==> config.mk <==
export PLATFORM = sky130hd
export DESIGN_NAME = hybrid_noc_output_stage_v2_flat
export DESIGN_NICKNAME = d
export VERILOG_FILES = /design/src/rtl/hybrid_noc_output_stage_v2_if.sv /design/src/rtl/hybrid_noc_output_stage_v2.sv /design/src/flat_wrapper.sv
export SDC_FILE = /design/constraint.sdc
export NUM_CORES = 1
export LEC_CHECK = 0
export ABC_AREA = 0
export BUFFER_PORTS_ARGS = -buffer_cell sky130_fd_sc_hd__buf_4
export CAP_MARGIN = 25
export CELL_PAD_IN_SITES_DETAIL_PLACEMENT = 1
export CELL_PAD_IN_SITES_GLOBAL_PLACEMENT = 1
export CORE_UTILIZATION = 36
export CTS_CLUSTER_DIAMETER = 30
export DETAILED_ROUTE_END_ITERATION = 7
export GPL_TIMING_DRIVEN = 1
export PLACE_DENSITY_LB_ADDON = 0.1
export SLEW_MARGIN = 15
export SYNTH_ARGS = -nofsm -noshare
export SYNTH_HDL_FRONTEND = slang
export SYNTH_SLANG_ARGS = --single-unit
==> constraint.sdc <==
create_clock -name clk -period 7.65 [get_ports clk]
set_clock_uncertainty 0.2 [all_clocks]
set_input_delay 0.765 -clock clk [delete_from_list [all_inputs] [get_ports clk]]
set_output_delay 0.765 -clock clk [all_outputs]
set_load 0.05 [all_outputs]
==> src/rtl/hybrid_noc_output_stage_v2_if.sv <==
// Link bundle of one router output stage: TDM and BE inputs, the merged output link,
// the schedule-LUT configuration port and slot realignment.
interface hybrid_noc_output_stage_v2_if #(
    parameter int FLIT_WIDTH = 34,
    parameter int PORTS      = 5,
    parameter int BE_PORTS   = 5,
    parameter int LUT_SIZE   = 16
);
    logic [PORTS*FLIT_WIDTH-1:0]    tdm_in_flit;
    logic [PORTS-1:0]               tdm_in_valid;
    logic [PORTS-1:0]               tdm_in_last;
    logic [BE_PORTS*FLIT_WIDTH-1:0] be_in_flit;
    logic [BE_PORTS-1:0]            be_in_valid;
    logic [BE_PORTS-1:0]            be_in_last;
    logic [BE_PORTS-1:0]            be_in_ready;
    logic [FLIT_WIDTH-1:0]          out_flit;
    logic                           out_last;
    logic                           tdm_out_valid;
    logic                           be_out_valid;
    logic                           be_out_ready;
    logic [$clog2(PORTS+1)-1:0]     lut_conf_data;
    logic [$clog2(PORTS)-1:0]       lut_conf_sel;
    logic [$clog2(LUT_SIZE)-1:0]    lut_conf_slot;
    logic                           lut_conf_valid;
    logic                           slot_sync;
    logic                           tdm_collision;

    modport master (
        output tdm_in_flit, tdm_in_valid, tdm_in_last,
        output be_in_flit, be_in_valid, be_in_last, be_out_ready,
        output lut_conf_data, lut_conf_sel, lut_conf_slot, lut_conf_valid, slot_sync,
        input  be_in_ready, out_flit, out_last, tdm_out_valid, be_out_valid, tdm_collision
    );

    modport slave (
        input  tdm_in_flit, tdm_in_valid, tdm_in_last,
        input  be_in_flit, be_in_valid, be_in_last, be_out_ready,
        input  lut_conf_data, lut_conf_sel, lut_conf_slot, lut_conf_valid, slot_sync,
        output be_in_ready, out_flit, out_last, tdm_out_valid, be_out_valid, tdm_collision
    );
endinterface

==> src/rtl/hybrid_noc_output_stage_v2.sv <==
// Hybrid NoC output port: LUT-scheduled TDM flits merged with round-robin, packet-locked
// best-effort flits onto one link. TDM is registered (latency 1) and always preempts BE.
module hybrid_noc_output_stage_v2 #(
    parameter int FLIT_WIDTH   = 34,
    parameter int PORTS        = 5,
    parameter int BE_PORTS     = 5,
    parameter int LUT_SIZE     = 16,
    parameter int OUTPUT_ID    = 0,
    parameter int BUFFER_DEPTH = 2,
    parameter int BE_ENABLED   = 1,
    parameter int SLOT_REUSE   = 1
) (
    input logic clk,
    input logic rst,
    hybrid_noc_output_stage_v2_if.slave link
);
    localparam int SEL_W  = $clog2(PORTS + 1);
    localparam int CSEL_W = $clog2(PORTS);
    localparam int SLOT_W = $clog2(LUT_SIZE);
    localparam int BP_W   = (BE_PORTS > 1) ? $clog2(BE_PORTS) : 1;
    localparam int PTR_W  = (BUFFER_DEPTH > 1) ? $clog2(BUFFER_DEPTH) : 1;
    localparam int CNT_W  = $clog2(BUFFER_DEPTH + 1);
    localparam logic [SEL_W-1:0] UNRES = SEL_W'(PORTS);
    localparam logic BE_ON = (BE_ENABLED != 0);
    localparam logic REUSE = (SLOT_REUSE != 0);

    logic [SLOT_W-1:0]     slot_q, slot_d;
    logic [SEL_W-1:0]      lut_q [LUT_SIZE];
    logic [SEL_W-1:0]      sel;
    logic                  lut_we;

    logic [FLIT_WIDTH-1:0] tdm_flit_q, tdm_flit_d;
    logic                  tdm_valid_q, tdm_valid_d;
    logic                  tdm_last_q, tdm_last_d;
    logic                  coll_q, coll_d;
    logic                  rsvd_q, rsvd_d;

    logic [FLIT_WIDTH:0]   fifo_q [BUFFER_DEPTH];
    logic [PTR_W-1:0]      wr_q, wr_d, rd_q, rd_d;
    logic [CNT_W-1:0]      cnt_q, cnt_d;
    logic [BP_W-1:0]       ptr_q, ptr_d, grant_q, grant_d;
    logic                  lock_q, lock_d;

    logic                  arb_found;
    logic [BP_W-1:0]       arb_idx, g;
    logic                  granted, full, push, pop, be_valid, reuse_ok;
    logic                  in_valid_g, in_last_g;
    logic [FLIT_WIDTH-1:0] in_flit_g;
    logic [FLIT_WIDTH:0]   head;
    logic [BE_PORTS-1:0]   be_ready;

    assign slot_d = link.slot_sync ? '0 : slot_q + SLOT_W'(1);
    assign sel    = lut_q[slot_q];
    assign lut_we = link.lut_conf_valid && (link.lut_conf_sel == CSEL_W'(OUTPUT_ID));
    assign rsvd_d = (sel != UNRES);

    always_comb begin
        tdm_valid_d = 1'b0;
        tdm_flit_d  = '0;
        tdm_last_d  = 1'b0;
        coll_d      = 1'b0;
        for (int i = 0; i < PORTS; i++) begin
            if (sel == SEL_W'(i)) begin
                tdm_valid_d = link.tdm_in_valid[i];
                tdm_flit_d  = link.tdm_in_valid[i] ? link.tdm_in_flit[i*FLIT_WIDTH +: FLIT_WIDTH] : '0;
                tdm_last_d  = link.tdm_in_valid[i] & link.tdm_in_last[i];
            end else if (link.tdm_in_valid[i]) begin
                coll_d = 1'b1;
            end
        end
    end

    always_ff @(posedge clk) begin
        if (rst) begin
            slot_q      <= '0;
            tdm_valid_q <= 1'b0;
            tdm_flit_q  <= '0;
            tdm_last_q  <= 1'b0;
            coll_q      <= 1'b0;
            rsvd_q      <= 1'b0;
            for (int i = 0; i < LUT_SIZE; i++) lut_q[i] <= UNRES;
        end else begin
            slot_q      <= slot_d;
            tdm_valid_q <= tdm_valid_d;
            tdm_flit_q  <= tdm_flit_d;
            tdm_last_q  <= tdm_last_d;
            coll_q      <= coll_d;
            rsvd_q      <= rsvd_d;
            if (lut_we) lut_q[link.lut_conf_slot] <= link.lut_conf_data;
        end
    end

    // Rotating priority: first valid input at or after the pointer, wrapping.
    always_comb begin
        int c;
        c         = 0;
        arb_found = 1'b0;
        arb_idx   = '0;
        for (int i = 0; i < BE_PORTS; i++) begin
            c = int'(ptr_q) + i;
            if (c >= BE_PORTS) c = c - BE_PORTS;
            if (!arb_found && link.be_in_valid[c]) begin
                arb_found = 1'b1;
                arb_idx   = BP_W'(c);
            end
        end
    end

    assign g       = lock_q ? grant_q : arb_idx;
    assign granted = lock_q | arb_found;

    always_comb begin
        in_valid_g = 1'b0;
        in_last_g  = 1'b0;
        in_flit_g  = '0;
        for (int i = 0; i < BE_PORTS; i++) begin
            if (g == BP_W'(i)) begin
                in_valid_g = link.be_in_valid[i];
                in_last_g  = link.be_in_last[i];
                in_flit_g  = link.be_in_flit[i*FLIT_WIDTH +: FLIT_WIDTH];
            end
        end
    end

    always_comb begin
        be_ready = '0;
        for (int i = 0; i < BE_PORTS; i++) begin
            be_ready[i] = BE_ON ? (~rst & granted & ~full & (g == BP_W'(i))) : 1'b1;
        end
    end

    assign full     = (cnt_q == CNT_W'(BUFFER_DEPTH));
    assign push     = BE_ON & ~rst & granted & ~full & in_valid_g;
    assign head     = fifo_q[rd_q];
    assign reuse_ok = REUSE | ~rsvd_q;
    assign be_valid = BE_ON & ~rst & (cnt_q != '0) & ~tdm_valid_q & reuse_ok;
    assign pop      = be_valid & link.be_out_ready;

    always_comb begin
        wr_d    = wr_q;
        rd_d    = rd_q;
        cnt_d   = cnt_q;
        ptr_d   = ptr_q;
        grant_d = grant_q;
        lock_d  = lock_q;
        if (push) begin
            wr_d = (wr_q == PTR_W'(BUFFER_DEPTH - 1)) ? '0 : wr_q + PTR_W'(1);
            if (in_last_g) begin
                lock_d = 1'b0;
                ptr_d  = (g == BP_W'(BE_PORTS - 1)) ? '0 : g + BP_W'(1);
            end else begin
                lock_d  = 1'b1;
                grant_d = g;
            end
        end
        if (pop) rd_d = (rd_q == PTR_W'(BUFFER_DEPTH - 1)) ? '0 : rd_q + PTR_W'(1);
        if (push && !pop) cnt_d = cnt_q + CNT_W'(1);
        else if (pop && !push) cnt_d = cnt_q - CNT_W'(1);
    end

    always_ff @(posedge clk) begin
        if (rst) begin
            wr_q    <= '0;
            rd_q    <= '0;
            cnt_q   <= '0;
            ptr_q   <= '0;
            grant_q <= '0;
            lock_q  <= 1'b0;
        end else begin
            wr_q    <= wr_d;
            rd_q    <= rd_d;
            cnt_q   <= cnt_d;
            ptr_q   <= ptr_d;
            grant_q <= grant_d;
            lock_q  <= lock_d;
        end
    end

    // Payload storage carries no reset; occupancy is tracked by cnt_q.
    always_ff @(posedge clk) begin
        if (push) fifo_q[wr_q] <= {in_last_g, in_flit_g};
    end

    always_comb begin
        link.out_flit = '0;
        link.out_last = 1'b0;
        if (tdm_valid_q) begin
            link.out_flit = tdm_flit_q;
            link.out_last = tdm_last_q;
        end else if (be_valid) begin
            link.out_flit = head[FLIT_WIDTH-1:0];
            link.out_last = head[FLIT_WIDTH];
        end
    end

    assign link.be_in_ready   = be_ready;
    assign link.tdm_out_valid = tdm_valid_q;
    assign link.be_out_valid  = be_valid;
    assign link.tdm_collision = coll_q;
endmodule

==> src/flat_wrapper.sv <==
// flat-port wrapper written by rule: the top's interface ports become plain ports
module hybrid_noc_output_stage_v2_flat 
#(
    parameter int FLIT_WIDTH   = 34,
    parameter int PORTS        = 5,
    parameter int BE_PORTS     = 5,
    parameter int LUT_SIZE     = 16,
    parameter int OUTPUT_ID    = 0,
    parameter int BUFFER_DEPTH = 2,
    parameter int BE_ENABLED   = 1,
    parameter int SLOT_REUSE   = 1
)
  (clk, rst, link_tdm_in_flit, link_tdm_in_valid, link_tdm_in_last, link_be_in_flit, link_be_in_valid, link_be_in_last, link_be_out_ready, link_lut_conf_data, link_lut_conf_sel, link_lut_conf_slot, link_lut_conf_valid, link_slot_sync, link_be_in_ready, link_out_flit, link_out_last, link_tdm_out_valid, link_be_out_valid, link_tdm_collision);
  hybrid_noc_output_stage_v2_if #(.FLIT_WIDTH(FLIT_WIDTH), .PORTS(PORTS), .BE_PORTS(BE_PORTS), .LUT_SIZE(LUT_SIZE)) link_i ();
  input logic clk;
  input logic rst;
  input wire logic [$bits(link_i.tdm_in_flit)-1:0] link_tdm_in_flit;
  input wire logic [$bits(link_i.tdm_in_valid)-1:0] link_tdm_in_valid;
  input wire logic [$bits(link_i.tdm_in_last)-1:0] link_tdm_in_last;
  input wire logic [$bits(link_i.be_in_flit)-1:0] link_be_in_flit;
  input wire logic [$bits(link_i.be_in_valid)-1:0] link_be_in_valid;
  input wire logic [$bits(link_i.be_in_last)-1:0] link_be_in_last;
  input wire logic [$bits(link_i.be_out_ready)-1:0] link_be_out_ready;
  input wire logic [$bits(link_i.lut_conf_data)-1:0] link_lut_conf_data;
  input wire logic [$bits(link_i.lut_conf_sel)-1:0] link_lut_conf_sel;
  input wire logic [$bits(link_i.lut_conf_slot)-1:0] link_lut_conf_slot;
  input wire logic [$bits(link_i.lut_conf_valid)-1:0] link_lut_conf_valid;
  input wire logic [$bits(link_i.slot_sync)-1:0] link_slot_sync;
  output wire logic [$bits(link_i.be_in_ready)-1:0] link_be_in_ready;
  output wire logic [$bits(link_i.out_flit)-1:0] link_out_flit;
  output wire logic [$bits(link_i.out_last)-1:0] link_out_last;
  output wire logic [$bits(link_i.tdm_out_valid)-1:0] link_tdm_out_valid;
  output wire logic [$bits(link_i.be_out_valid)-1:0] link_be_out_valid;
  output wire logic [$bits(link_i.tdm_collision)-1:0] link_tdm_collision;
  assign link_i.tdm_in_flit = link_tdm_in_flit;
  assign link_i.tdm_in_valid = link_tdm_in_valid;
  assign link_i.tdm_in_last = link_tdm_in_last;
  assign link_i.be_in_flit = link_be_in_flit;
  assign link_i.be_in_valid = link_be_in_valid;
  assign link_i.be_in_last = link_be_in_last;
  assign link_i.be_out_ready = link_be_out_ready;
  assign link_i.lut_conf_data = link_lut_conf_data;
  assign link_i.lut_conf_sel = link_lut_conf_sel;
  assign link_i.lut_conf_slot = link_lut_conf_slot;
  assign link_i.lut_conf_valid = link_lut_conf_valid;
  assign link_i.slot_sync = link_slot_sync;
  assign link_be_in_ready = link_i.be_in_ready;
  assign link_out_flit = link_i.out_flit;
  assign link_out_last = link_i.out_last;
  assign link_tdm_out_valid = link_i.tdm_out_valid;
  assign link_be_out_valid = link_i.be_out_valid;
  assign link_tdm_collision = link_i.tdm_collision;
  hybrid_noc_output_stage_v2 #(.FLIT_WIDTH(FLIT_WIDTH), .PORTS(PORTS), .BE_PORTS(BE_PORTS), .LUT_SIZE(LUT_SIZE), .OUTPUT_ID(OUTPUT_ID), .BUFFER_DEPTH(BUFFER_DEPTH), .BE_ENABLED(BE_ENABLED), .SLOT_REUSE(SLOT_REUSE)) u_core (.clk(clk), .rst(rst), .link(link_i));
endmodule
### Word-level counts from Yosys, hierarchy flattened

Memories as Yosys holds them, arrays and structs flattened. A register that Yosys moved wholly into a read port is not among the register bits.
Cells that the tools add are included.

| operators by class | value |
|---|---|
| add/sub/neg operators | 15 |
| order comparisons | 10 |
| equal/unequal tests | 9 |
| muxes and demuxes | 99 |
| bitwise operators | 21 |
| reductions and logical operators | 22 |

Operator list:

| kind | count |
|---|---|
| $mux W34 | 17 |
| $lt A32 B5 Y1 const B | 5 |
| $mux W32 | 5 |
| $ge A32 B4 Y1 const B | 4 |
| $sub A32 B4 Y32 const B | 4 |
| $mux W1 | 60 |
| $mux W3 | 8 |
| $and A1 B1 Y1 | 16 |
| $bmux W1 S3 | 5 |
| $eq A3 B2 Y1 const B | 4 |
| $logic_not A3 Y1 | 3 |
| $add A3 B2 Y4 const B | 2 |
| $mux W4 | 2 |
| $logic_and A1 B1 Y1 | 7 |
| $eq A3 B1 Y1 const B | 2 |
| $eq A3 B3 Y1 const B | 2 |
| $logic_not A1 Y1 | 6 |
| $add A3 B1 Y4 const B | 1 |
| $add A3 B3 Y4 const B | 1 |
| $add A4 B1 Y4 const B | 1 |
| $mux W2 | 2 |
| $not A1 Y1 | 4 |
| $reduce_and A2 Y1 | 2 |
| $reduce_bool A2 Y1 | 2 |
| 10 further kinds | 11 |

| storage, ports and cells | value |
|---|---|
| register bits after elaboration | 52 |
| RAM bits | 118 |
| input port bits | 375 |
| output and inout bits | 43 |
| memories | 2 |

Memory list:

| memory | words | bits a word | rd ports | clocked after Yosys merged registers in | wr ports | RTL line | source |
|---|---|---|---|---|---|---|---|
| u_core.fifo_q | 2 | 35 | 1 | 1 | 1 | hybrid_noc_output_stage_v2.sv:38 | `logic [FLIT_WIDTH:0] fifo_q [BUFFER_DEPTH];` |
| u_core.lut_q | 16 | 3 | 1 | 1 | 16 | hybrid_noc_output_stage_v2.sv:28 | `logic [SEL_W-1:0] lut_q [LUT_SIZE];` |

### Depth between registers and ports, before layout

Gate-level depths: netlist of the first run.

| depth | value |
|---|---|
| depth in word-level cells | 30 |
| gate-level depth with buffers | 25 |
| depth with buffers taken out | 24 |

### Least setup slack after synthesis of the first run

No wires, ideal clock.

| path | value |
|---|---|
| kind | reg-to-reg |
| from | register u_core.ptr_q[0] |
| to | memory u_core.fifo_q[0][0] (netlist bit), enable pin |
| data arrival time | 5.036 ns |
| setup slack | 2.025 ns |
| stages on the path, launching flop included | 21 |
| buffers on the path | 2 |
| clock period less this slack | 5.625 ns |
| cells stage by stage | dfxtp_1 > inv_1 > buf_2 > ha_1 > ha_1 > a21oi_1 > mux2_1 > or3_1 > nand2_1 > o32a_1 > o22ai_1 > o31ai_1 > inv_1 > ha_1 > clkbuf_1 > nor2_1 > a21oi_1 > o21ai_0 > a221oi_2 > or3_1 > inv_1 |

| on the way | value |
|---|---|
| longest elaborated chain between the ends | 28 |

RTL lines:

| what | RTL line | source |
|---|---|---|
| from (decl) | hybrid_noc_output_stage_v2.sv:41 | `logic [BP_W-1:0] ptr_q, ptr_d, grant_q, grant_d;` |
| from (signal assigned) | hybrid_noc_output_stage_v2.sv:173 | `ptr_q <= ptr_d;` |
| parallel branches: the longest is 17 deep, another holds $sub A32 B4 Y32 | -- |  |
| $mux W3 * | hybrid_noc_output_stage_v2.sv:102 | `if (!arb_found && link.be_in_valid[c]) begin` |
| $mux W3 * | hybrid_noc_output_stage_v2.sv:109 | `assign g = lock_q ? grant_q : arb_idx;` |
| named net u_core.g[0] | hybrid_noc_output_stage_v2.sv:45 | `logic [BP_W-1:0] arb_idx, g;` |
| $logic_not A3 Y1 | hybrid_noc_output_stage_v2.sv:117 | `if (g == BP_W'(i)) begin` |
| $mux W1 (4 in a row) | hybrid_noc_output_stage_v2.sv:117 |  |
| $mux W1 * | hybrid_noc_output_stage_v2.sv:117 |  |
| $and A1 B1 Y1 * | hybrid_noc_output_stage_v2.sv:133 | `assign push = BE_ON & ~rst & granted & ~full & in_valid_g;` |
| $mux W1 * | hybrid_noc_output_stage_v2.sv:181 | `if (push) fifo_q[wr_q] <= {in_last_g, in_flit_g};` |
| $mux W1 (implied by the code) * | hybrid_noc_output_stage_v2.sv:181 |  |
| to (decl) | hybrid_noc_output_stage_v2.sv:38 |  |

Mark *: on every way through the listed nets, which the timed path passes. The select of a mux whose other input is x is not followed.

### Worst setup path after layout of the first run

| path | value |
|---|---|
| from | register u_core.ptr_q[1] |
| to | output port link_be_in_ready[2] |

| on the way | value |
|---|---|
| longest elaborated chain between the ends | 22 |

RTL lines:

| what | RTL line | source |
|---|---|---|
| parallel branches: the longest is 21 deep, another holds $sub A32 B4 Y32 | -- |  |
| $and A1 B1 Y1 * | hybrid_noc_output_stage_v2.sv:128 | `be_ready[i] = BE_ON ? (~rst & granted & ~full & (g == BP_W'(i))) : 1'b1;` |
| to (decl) | flat_wrapper.sv:29 | `output wire logic [$bits(link_i.be_in_ready)-1:0] link_be_in_ready;` |

Every way passes the cells marked *. The select of a mux whose other input is x is not followed.

==> flow_metrics.tcl, run 1 <==
set metrics [dict create \
    status "finished, final reports clean" \
    cp.required_ns 6.68 \
    worst-path-max-fanout 70 \
    setup_viol 0 \
    first_iter_violations 655 \
    drive_gt1_frac 0.345 \
    cp-end-kind "output port" \
    root_buffer "clkbuf_16" \
    avgViaCountPerCell 5.48 \
    ys_ff_latch 171 \
    routedWlPerCell_um 21.7 \
    max_stage_delay_ns 0.72 \
    worstMarginPinSlew_ns 0.914 \
    rsz0062_at_grt "false" \
    synth.distinct_cells 75 \
    fp-row-count 61 \
    cp_slowest_cell "dfxtp_1" \
    drt_pass1_iterations 5 \
    initial_core_util 0.369 \
    synth_cells 1107 \
    max_slew_margin 0.390 \
    syn_area_per_cell_sq_um 9.37 \
    vias 10200 \
    cts_tree "built" \
    io_buffers 417 \
    min_period_ns 6.49 \
    clock.fmax_mhz 154 \
    fin_tns_setup_ns 0 \
    insertion_delay_ns 0.43 \
    gp_congestion 0.867 \
    syn_to_final_growth_pct 38.2 \
    synth_edf_count 118 \
    antenna_cells 0 \
    grt_pass1_vias 9948 \
    grt.overflow.total 0 \
    slew_violations 0 \
    synthArstFlopShare 0 \
    wl_mm 40.3 \
    leakagePower_nw 5.70 \
    worstPathArrival_ns 5.52 \
    synth-main-ff-cell "edfxtp_1" \
    clkTransAtPathRegs_ns 0.07 \
    drc 0 \
    die_h_um 172 \
    post_cts_resized 0 \
    netlist_area_sq_mm 0.0104 \
    power.density_mw_per_mm2 506 \
    hp-class "reg -> reg" \
    antenna_left 0 \
    grt.total_usage 0.261 \
    yosys_warnings 0 \
    crit_chain "inv_1 -> ha_1 -> mux2i_1 -> nand2_1 -> a21oi_1 -> or4_1 -> nand2_1 -> o32a_1 -> o22ai_1 -> o31ai_1 -> ha_2 -> buf_4 -> and2_1 -> buf_4" \
    post_cts_buffers 0 \
    ys_seq_area_frac 0.444 \
    synth_nets 1499 \
    critPathLaunchType "flop" \
    cts_htree_levels 4 \
    hold_viol 0 \
    die_area_sq_mm 0.0295 \
    grt_pass1_wl_mm 57.5 \
    fp.dieW_um 172 \
    peakVddDrop_mv 0.675 \
    finalPower_mw 7.26 \
    grt_max_degree 73 \
    core_sq_mm 0.0281 \
    dpl.hpwl_mm 31.1 \
    max_cap_viol_count 0 \
    critical_path_class "reg -> out" \
    clock-sinks 171 \
    post-route-period-util 0.848 \
    antenna_found_initial 2 \
    ios 418 \
    numCtsBuffers 17 \
    fin_nets 1856 \
    cts_hold_buf 0 \
    cts_max_path_buffers 2 \
]
==> worst max-delay path: cells and delay by family (launching register included) <==
kind | cells | cell delay [ns]
flops | 1 | 0.72
fa+ha+maj | 2 | 1.06
simple gates | 4 | 1.15
mux | 1 | 0.23
buf+inv | 3 | 0.97
compound gates | 4 | 0.95
==> through the flow <==
step / cells / instance area (sq um) / setup slack (ns) / util / hold WS (ns)
floorplan: 1107 / 10400 / 2.02 / - / 0.247
global placement: 1821 / 13700 / 1.60 / 0.488 / 0.263
detailed placement: 1821 / 13700 / 1.30 / 0.488 / 0.278
CTS: 1853 / 14300 / 1.13 / 0.510 / 0.291
global route: 1855 / 14300 / 0.739 / 0.510 / 0.314
finish: 1855 / 14300 / 1.16 / 0.510 / 0.285
==> synth_stat cells (all sizes together) (3+ instances only) <==
cell type / n / area [sq um]
nand2b: 21 / 131
or3: 33 / 206
nand3: 3 / 15.0
nor4: 5 / 31.3
edfxtp: 118 / 3540
ha: 16 / 200
xnor2: 5 / 43.8
nor2: 62 / 233
nor2b: 6 / 37.5
inv: 22 / 82.6
o21bai: 11 / 82.6
or2: 9 / 56.3
dfxtp: 53 / 1060
a222oi: 35 / 350
a31oi: 3 / 18.8
nor3: 21 / 105
clkbuf: 75 / 282
nand2: 196 / 736
xor2: 4 / 35.0
a22oi: 38 / 285
a21oi: 87 / 450
mux2i: 50 / 500
nor3b: 4 / 30.0
a32oi: 35 / 307
and2: 6 / 37.5
a221oi: 3 / 32.5
buf: 23 / 115
o31ai: 5 / 42.5
o41ai: 3 / 26.3
mux4: 17 / 383
o21ai: 85 / 429
o22ai: 4 / 31.3
and3: 9 / 61.3
a211oi: 5 / 55.1
==> kinds of logic (layout without fill, tap and decap cells) <==
kind of cell / after synthesis / after routing / share of synthesized area
adders and majority gates: 17 / 17 / 0.0212
buffers and inverters: 120 / 490 / 0.0462
DFF: 171 / 171 / 0.444
xor gates and xnor gates: 9 / 9 / 0.00760
AOI/OAI and AO/OA: 337 / 337 / 0.224
muxes: 69 / 69 / 0.0873
and+or+nand+nor: 384 / 384 / 0.170
==> final timing paths <==
check                                                       to  depth (start not counted)                           start  slack, ns
worst max-delay path                       link_be_in_ready[2]                         14    u_core.ptr_q[1]$_SDFFE_PP0P_       1.16
worst max register to register    u_core.cnt_q[1]$_SDFFE_PP0P_                         19    u_core.ptr_q[1]$_SDFFE_PP0P_       1.26
worst min-delay path            u_core.grant_q[0]$_SDFFE_PP0P_                          2  u_core.grant_q[0]$_SDFFE_PP0P_       0.28
worst min register to register  u_core.grant_q[0]$_SDFFE_PP0P_                          2  u_core.grant_q[0]$_SDFFE_PP0P_       0.28
==> metal layers <==
metal  global-route usage  up-vias  routed length [um]
li1                     -     4884                   -
met1                0.330     4861               16700
met2                0.463      397               20100
met3               0.0449       30                2770
met4               0.0585        0                 607
met5                    0        -                   0
==> report_power, final <==
part,leakage (nW),switching [mW],total (mW),internal (mW)
clock network,0.290,0.409,0.849,0.440
registers,1.55,0.0820,1.72,1.64
logic,3.85,3.16,4.69,1.53
total,5.70,3.65,7.26,3.61
==> area by class of cell <==
type,instances,area [sq um]
fill,3317,13700
timing repair buffer,436,3280
tap,378,473
clock buffer,17,425
clock inverter,15,169
multi-input combinational,816,5300
sequential,171,4610
inverter,22,82.6
==> sequential cells by signal, indices dropped and copies added, names as in the netlist, named ones only <==
| register | flops |
|---|---|
| u_core.lock_q | 1 |
| u_core.link.tdm_collision | 1 |
| u_core.lut_q | 48 |
| u_core.cnt_q | 2 |
| u_core.tdm_flit_q | 34 |
| u_core.rd_q | 1 |
| u_core.fifo_q | 70 |
| u_core.wr_q | 1 |
| u_core.tdm_last_q | 1 |
| u_core.ptr_q | 3 |
| u_core.slot_q | 4 |
| u_core.link.tdm_out_valid | 1 |
| u_core.grant_q | 3 |
==> placed cells by master (no fill, tap or decap), types with 11 or more instances in the layout <==
cell type	netlist	final
buf_4	1	434
nand2_1	196	196
edfxtp_1	118	118
a21oi_1	85	85
o21ai_0	83	83
nor2_1	62	62
dfxtp_1	53	52
mux2i_1	50	50
a22oi_1	38	38
a32oi_1	35	35
a222oi_1	35	35
or3_1	33	33
inv_1	21	21
nand2b_1	21	21
nor3_1	21	21
mux4_2	17	17
clkbuf_16	0	17
ha_1	16	14
o21bai_1	11	11
Power figures use the tool's default switching activity.
==> run 2, diff against run 1 <==
==> constraint.sdc (replaced) <==
create_clock -name clk -period 6.2 [get_ports clk]
set_clock_uncertainty 0.2 [all_clocks]
set_input_delay 0.62 -clock clk [delete_from_list [all_inputs] [get_ports clk]]
set_output_delay 0.62 -clock clk [all_outputs]
set_load 0.05 [all_outputs]
==> run 2 against run 1 <==
- total power grew 26%
- first-iteration DRC count grew 2.9%
- clock power grew 25%
- wire length grew 0.74%
- highest routed layer unchanged
- largest power group unchanged
==> flow_metrics.tcl, run 2 (synthesized netlist as in run 1, its figures left out) <==
set metrics [dict create \
    register_area_sq_mm 0.00461 \
    clkTransAtPathRegs_ns 0.07 \
    hp-class "in -> reg" \
    max_slew_margin 0.396 \
    largest_reg_flops 70 \
    leakagePower_nw 5.74 \
    die_h_um 172 \
    fp-row-count 61 \
    setup_viol 0 \
    fp.dieW_um 172 \
    grt.overflow.total 0 \
    ios 418 \
    vias 10200 \
    critPathLaunchType "flop" \
    reg_top3 "u_core.fifo_q (70), u_core.lut_q (48), u_core.tdm_flit_q (34)" \
    place_inst 1832 \
    die_area_sq_mm 0.0295 \
    avgViaCountPerCell 5.48 \
    rsz0062_at_grt "false" \
    critical_path_class "reg -> out" \
    hold_slack_ns 0.188 \
    post-route-period-util 0.952 \
    cts_max_path_buffers 2 \
    io_buffers 417 \
    cp.required_ns 5.38 \
    initial_core_util 0.369 \
    peakVddDrop_mv 0.845 \
    cts_htree_levels 4 \
    slew_violations 0 \
    drive_gt1_frac 0.349 \
    max_stage_delay_ns 0.54 \
    grt_pass1_wl_mm 58.2 \
    drt_pass1_iterations 6 \
    crit_chain "inv_1 -> ha_2 -> mux2i_1 -> mux4_2 -> o2bb2ai_1 -> a211oi_2 -> nand3b_4 -> o21ba_2 -> a211oi_1 -> o31ai_1 -> ha_1 -> ha_1 -> buf_4 -> inv_1 -> nor2_1 -> buf_4" \
    post_cts_buffers 0 \
    root_buffer "clkbuf_16" \
    status "finished, final reports clean" \
    clock-sinks 171 \
    final_common_cell "buf_4" \
    hold_viol 0 \
    multiInputGateArea_sq_mm 0.00530 \
    antenna_found_initial 2 \
    fin_tns_setup_ns 0 \
    cp-end-kind "output port" \
    fin_nets 1865 \
    dpl.hpwl_mm 31.8 \
    routedWlPerCell_um 21.7 \
    min_period_ns 5.90 \
    fin_cells 1865 \
    insertion_delay_ns 0.43 \
    nFillCells 3318 \
    wl_mm 40.6 \
    worst-path-max-fanout 37 \
    core_sq_mm 0.0281 \
    worstPathArrival_ns 5.08 \
    first_iter_violations 674 \
    top_register "u_core.fifo_q" \
    drc 0 \
    cp_slowest_cell "ha_2" \
    gp_congestion 0.871 \
    grt_max_degree 73 \
    power.density_mw_per_mm2 637 \
    cts_tree "built" \
    max_cap_viol_count 0 \
    grt.total_usage 0.264 \
    worstMarginPinSlew_ns 0.906 \
    final_cell_mix "buf_4, nand2_1, edfxtp_1" \
    clock.fmax_mhz 169 \
    antenna_left 0 \
    grt_pass1_vias 10300 \
    syn_to_final_growth_pct 39.0 \
    numCtsBuffers 17 \
]
run 2: changes by cell type in the layout (fill, tap and decap cells not counted), moves of 2 or more:
| cell | before | now |
|---|---|---|
| clkinv_4 | 3 | 1 |
| clkinv_2 | 0 | 2 |
| clkinv_8 | 4 | 1 |
| buf_4 | 434 | 442 |
run 2: final timing paths:
check	from	endpoint	slack, ns	cells past startpoint
min reg2reg	u_core.grant_q[1]$_SDFFE_PP0P_	u_core.grant_q[1]$_SDFFE_PP0P_	0.29	2
min	link_slot_sync	u_core.slot_q[0]$_SDFF_PP0_	0.19	2
max reg2reg	u_core.ptr_q[0]$_SDFFE_PP0P_	u_core.cnt_q[1]$_SDFFE_PP0P_	0.51	21
max	u_core.ptr_q[0]$_SDFFE_PP0P_	link_be_in_ready[3]	0.30	16
run 2: power by group:
group	internal, mW	switching (mW)	leakage, nW
sequential	2.02	0.0821	1.55
clock	0.570	0.488	0.287
combinational	2.00	4.02	3.90
run 2: worst max-delay path, delay by kind of cell (launching register included):
family	cells	cell delay (ns)
AOI/OAI and AO/OA	5	1.22
adders and majority gates	3	1.04
buffers and inverters	4	0.92
muxes	2	0.69
DFF	1	0.47
and+or+nand+nor	2	0.31
run 2: per-stage QoR:
stage | worst slack, ns | cell area (sq um) | total power [mW] | util
2_1_floorplan | 0.575 | 10400 | 6.14 | -
3_3_place_gp | 0.722 | 13800 | 7.98 | 0.492
3_5_place_dp | 0.460 | 13800 | 8.13 | 0.493
4_1_cts | 0.229 | 14400 | 9.19 | 0.513
5_1_grt | 0.0527 | 14400 | 9.85 | 0.513
6_report | 0.297 | 14400 | 9.18 | 0.513
run 2: what timing repair did:
| action | in CTS | in global routing |
|---|---|---|
| endpoints found under the hold margin | 0 | 0 |
| hold buffers | 0 | 0 |
| setup endpoints to repair | 0 | 1 |
| gates resized for setup | 0 | 1 |
run 2: per-layer routing:
layer  global-route usage  wire length (um)  vias to the layer above
li1                     -                 -                     4898
met1                0.324             16500                     4814
met2                0.458             20000                      446
met3               0.0511              2930                       56
met4               0.0973              1050                        0
met5                    0                 0                        -
run 2: layout make-up:
type | instances | share of cell area
sequential | 171 | 0.319
timing repair buffer | 445 | 0.234
multi-input combinational | 816 | 0.368
antenna | 1 | 0.000174
clock buffer | 17 | 0.0295
inverter | 22 | 0.00573
clock inverter | 15 | 0.0108
tap | 378 | 0.0328
==> run 3, diff against run 2 <==
--- a/config.mk
+++ b/config.mk
@@ -11,6 +11,7 @@
 export CELL_PAD_IN_SITES_DETAIL_PLACEMENT = 1
 export CELL_PAD_IN_SITES_GLOBAL_PLACEMENT = 1
 export CORE_UTILIZATION = 36
+export CTS_BUF_LIST = sky130_fd_sc_hd__clkbuf_2 sky130_fd_sc_hd__clkbuf_4 sky130_fd_sc_hd__clkbuf_8
 export CTS_CLUSTER_DIAMETER = 30
 export DETAILED_ROUTE_END_ITERATION = 7
 export GPL_TIMING_DRIVEN = 1
==> run 3 against run 2 <==
- hold slack got worse by 0.042 ns
- global-route usage down 0.12 points
- register-to-register slack better by 0.13 ns
- non-clock buffer count did not move
- wire length is 0.14% lower
- fmax rose by 1.5%
- clock power is 26% lower
- sequential power about the same
- count of clock-buffer cells in the layout unchanged
==> flow_metrics.tcl, run 3 (synthesized netlist as in run 1, its figures left out) <==
set metrics [dict create \
    status "finished, final reports clean" \
    grt.overflow.total 0 \
    fp.dieW_um 172 \
    drc 0 \
    nFillCells 3329 \
    max_slew_margin 0.386 \
    die_area_sq_mm 0.0295 \
    first_iter_violations 713 \
    path_delay_family "compound AO/OA/AOI/OAI gates" \
    fin_cells 1865 \
    insertion_delay_ns 0.46 \
    initial_core_util 0.369 \
    post-route-period-util 0.938 \
    critPathLaunchType "flop" \
    hold_viol 0 \
    peakVddDrop_mv 0.850 \
    cts_max_path_buffers 2 \
    crit_chain "inv_1 -> ha_2 -> mux2i_1 -> mux4_2 -> o2bb2ai_1 -> a211oi_2 -> nand3b_4 -> o21ba_2 -> a211oi_1 -> o31ai_2 -> ha_1 -> ha_1 -> buf_4 -> inv_1 -> nor2_1 -> buf_4" \
    dpl.hpwl_mm 31.8 \
    ios 418 \
    cp_slowest_cell "ha_2" \
    wl_mm 40.5 \
    reg_top3 "u_core.fifo_q (70), u_core.lut_q (48), u_core.tdm_flit_q (34)" \
    rrSetupSlack_ns 0.64 \
    hold_slack_ns 0.147 \
    max_stage_delay_ns 0.54 \
    pre_cts_slack_ns 0.460 \
    fin_tns_setup_ns 0 \
    grt.total_usage 0.263 \
    root_buffer "clkbuf_8" \
    power.density_mw_per_mm2 626 \
    placed_area_sq_mm 0.0138 \
    cts_hold_buf 0 \
    io_buffers 417 \
    routedWlPerCell_um 21.7 \
    grt_pass1_vias 10200 \
    finalPower_mw 8.90 \
    critical_path_class "reg -> out" \
    grt_max_degree 73 \
    hp-class "in -> reg" \
    grt_pass1_wl_mm 57.9 \
    worst-path-max-fanout 37 \
    final_common_cell "buf_4" \
    cp-end-kind "output port" \
    largest_reg_flops 70 \
    rsz0062_at_grt "false" \
    antenna_left 0 \
    core_sq_mm 0.0281 \
    slew_violations 0 \
    final_cell_mix "buf_4, nand2_1, edfxtp_1" \
    min_period_ns 5.82 \
    postLayoutCellArea_sq_mm 0.0142 \
    clock.fmax_mhz 172 \
    cts_tree "built" \
    max_cap_viol_count 0 \
    path_buf_inv 4 \
    syn_to_final_growth_pct 37.2 \
    cp.required_ns 5.38 \
    fin_nets 1865 \
    clock-sinks 171 \
    drt_pass1_iterations 5 \
    clkTransAtPathRegs_ns 0.10 \
    worstPathArrival_ns 5.00 \
    antenna_found_initial 2 \
    die_h_um 172 \
    place_inst 1832 \
    worstMarginPinSlew_ns 0.921 \
    cts_htree_levels 4 \
    top_register "u_core.fifo_q" \
    avgViaCountPerCell 5.47 \
    fp-row-count 61 \
    utilization 0.507 \
    fin_ws_ns 0.383 \
    leakagePower_nw 5.66 \
    numCtsBuffers 17 \
    gp_congestion 0.871 \
    drive_gt1_frac 0.350 \
    vias 10200 \
    setup_viol 0 \
]
-- run 3: worst paths after layout --
path	start	to	cells past startpoint
setup / recovery	u_core.ptr_q[0]$_SDFFE_PP0P_	link_be_in_ready[3]	16
hold / removal	link_slot_sync	u_core.slot_q[0]$_SDFF_PP0_	2
setup reg to reg	u_core.ptr_q[0]$_SDFFE_PP0P_	u_core.cnt_q[1]$_SDFFE_PP0P_	21
hold reg to reg	u_core.grant_q[2]$_SDFFE_PP0P_	u_core.grant_q[2]$_SDFFE_PP0P_	2
-- run 3: final cells by class --
type	count	area [sq um]	area share
antenna	1	2.50	0.000176
clock buffer	17	234	0.0164
clock inverter	15	156	0.0110
inverter	22	82.6	0.00580
multi-input combinational	816	5310	0.373
sequential	171	4610	0.324
tap	378	473	0.0332
timing repair buffer	445	3370	0.237
-- run 3: power breakdown --
| group | switching (mW) | leakage [nW] | internal [mW] |
|---|---|---|---|
| clock network | 0.452 | 0.199 | 0.334 |
| logic | 4.01 | 3.90 | 2.01 |
| registers | 0.0825 | 1.55 | 2.02 |
-- run 3: worst reg2reg max path: stages (launching register included) --
cell	delay, ns
dfxtp_1	0.49
inv_1	0.21
ha_2	0.54
mux2i_1	0.37
mux4_2	0.31
o2bb2ai_1	0.11
a211oi_2	0.35
nand3b_4	0.14
o21ba_2	0.25
a211oi_1	0.05
o31ai_2	0.36
inv_1	0.14
ha_1	0.26
nand2_1	0.08
nor2_1	0.04
a21oi_1	0.11
o21ai_0	0.13
a221oi_2	0.37
nor2_1	0.14
ha_1	0.33
or3_1	0.37
a21oi_1	0.13
-- run 3: per-layer routing --
metal | global-route usage | share of wire
met1 | 0.324 | 0.41
met2 | 0.453 | 0.49
met3 | 0.0472 | 0.067
met4 | 0.104 | 0.026
met5 | 0 | 0
-- run 3: timing repair --
item / in CTS / in global routing
gates resized for setup: 0 / 2
setup endpoints to repair: 0 / 1
endpoints found under the hold margin: 0 / 0
setup buffers: 0 / 0
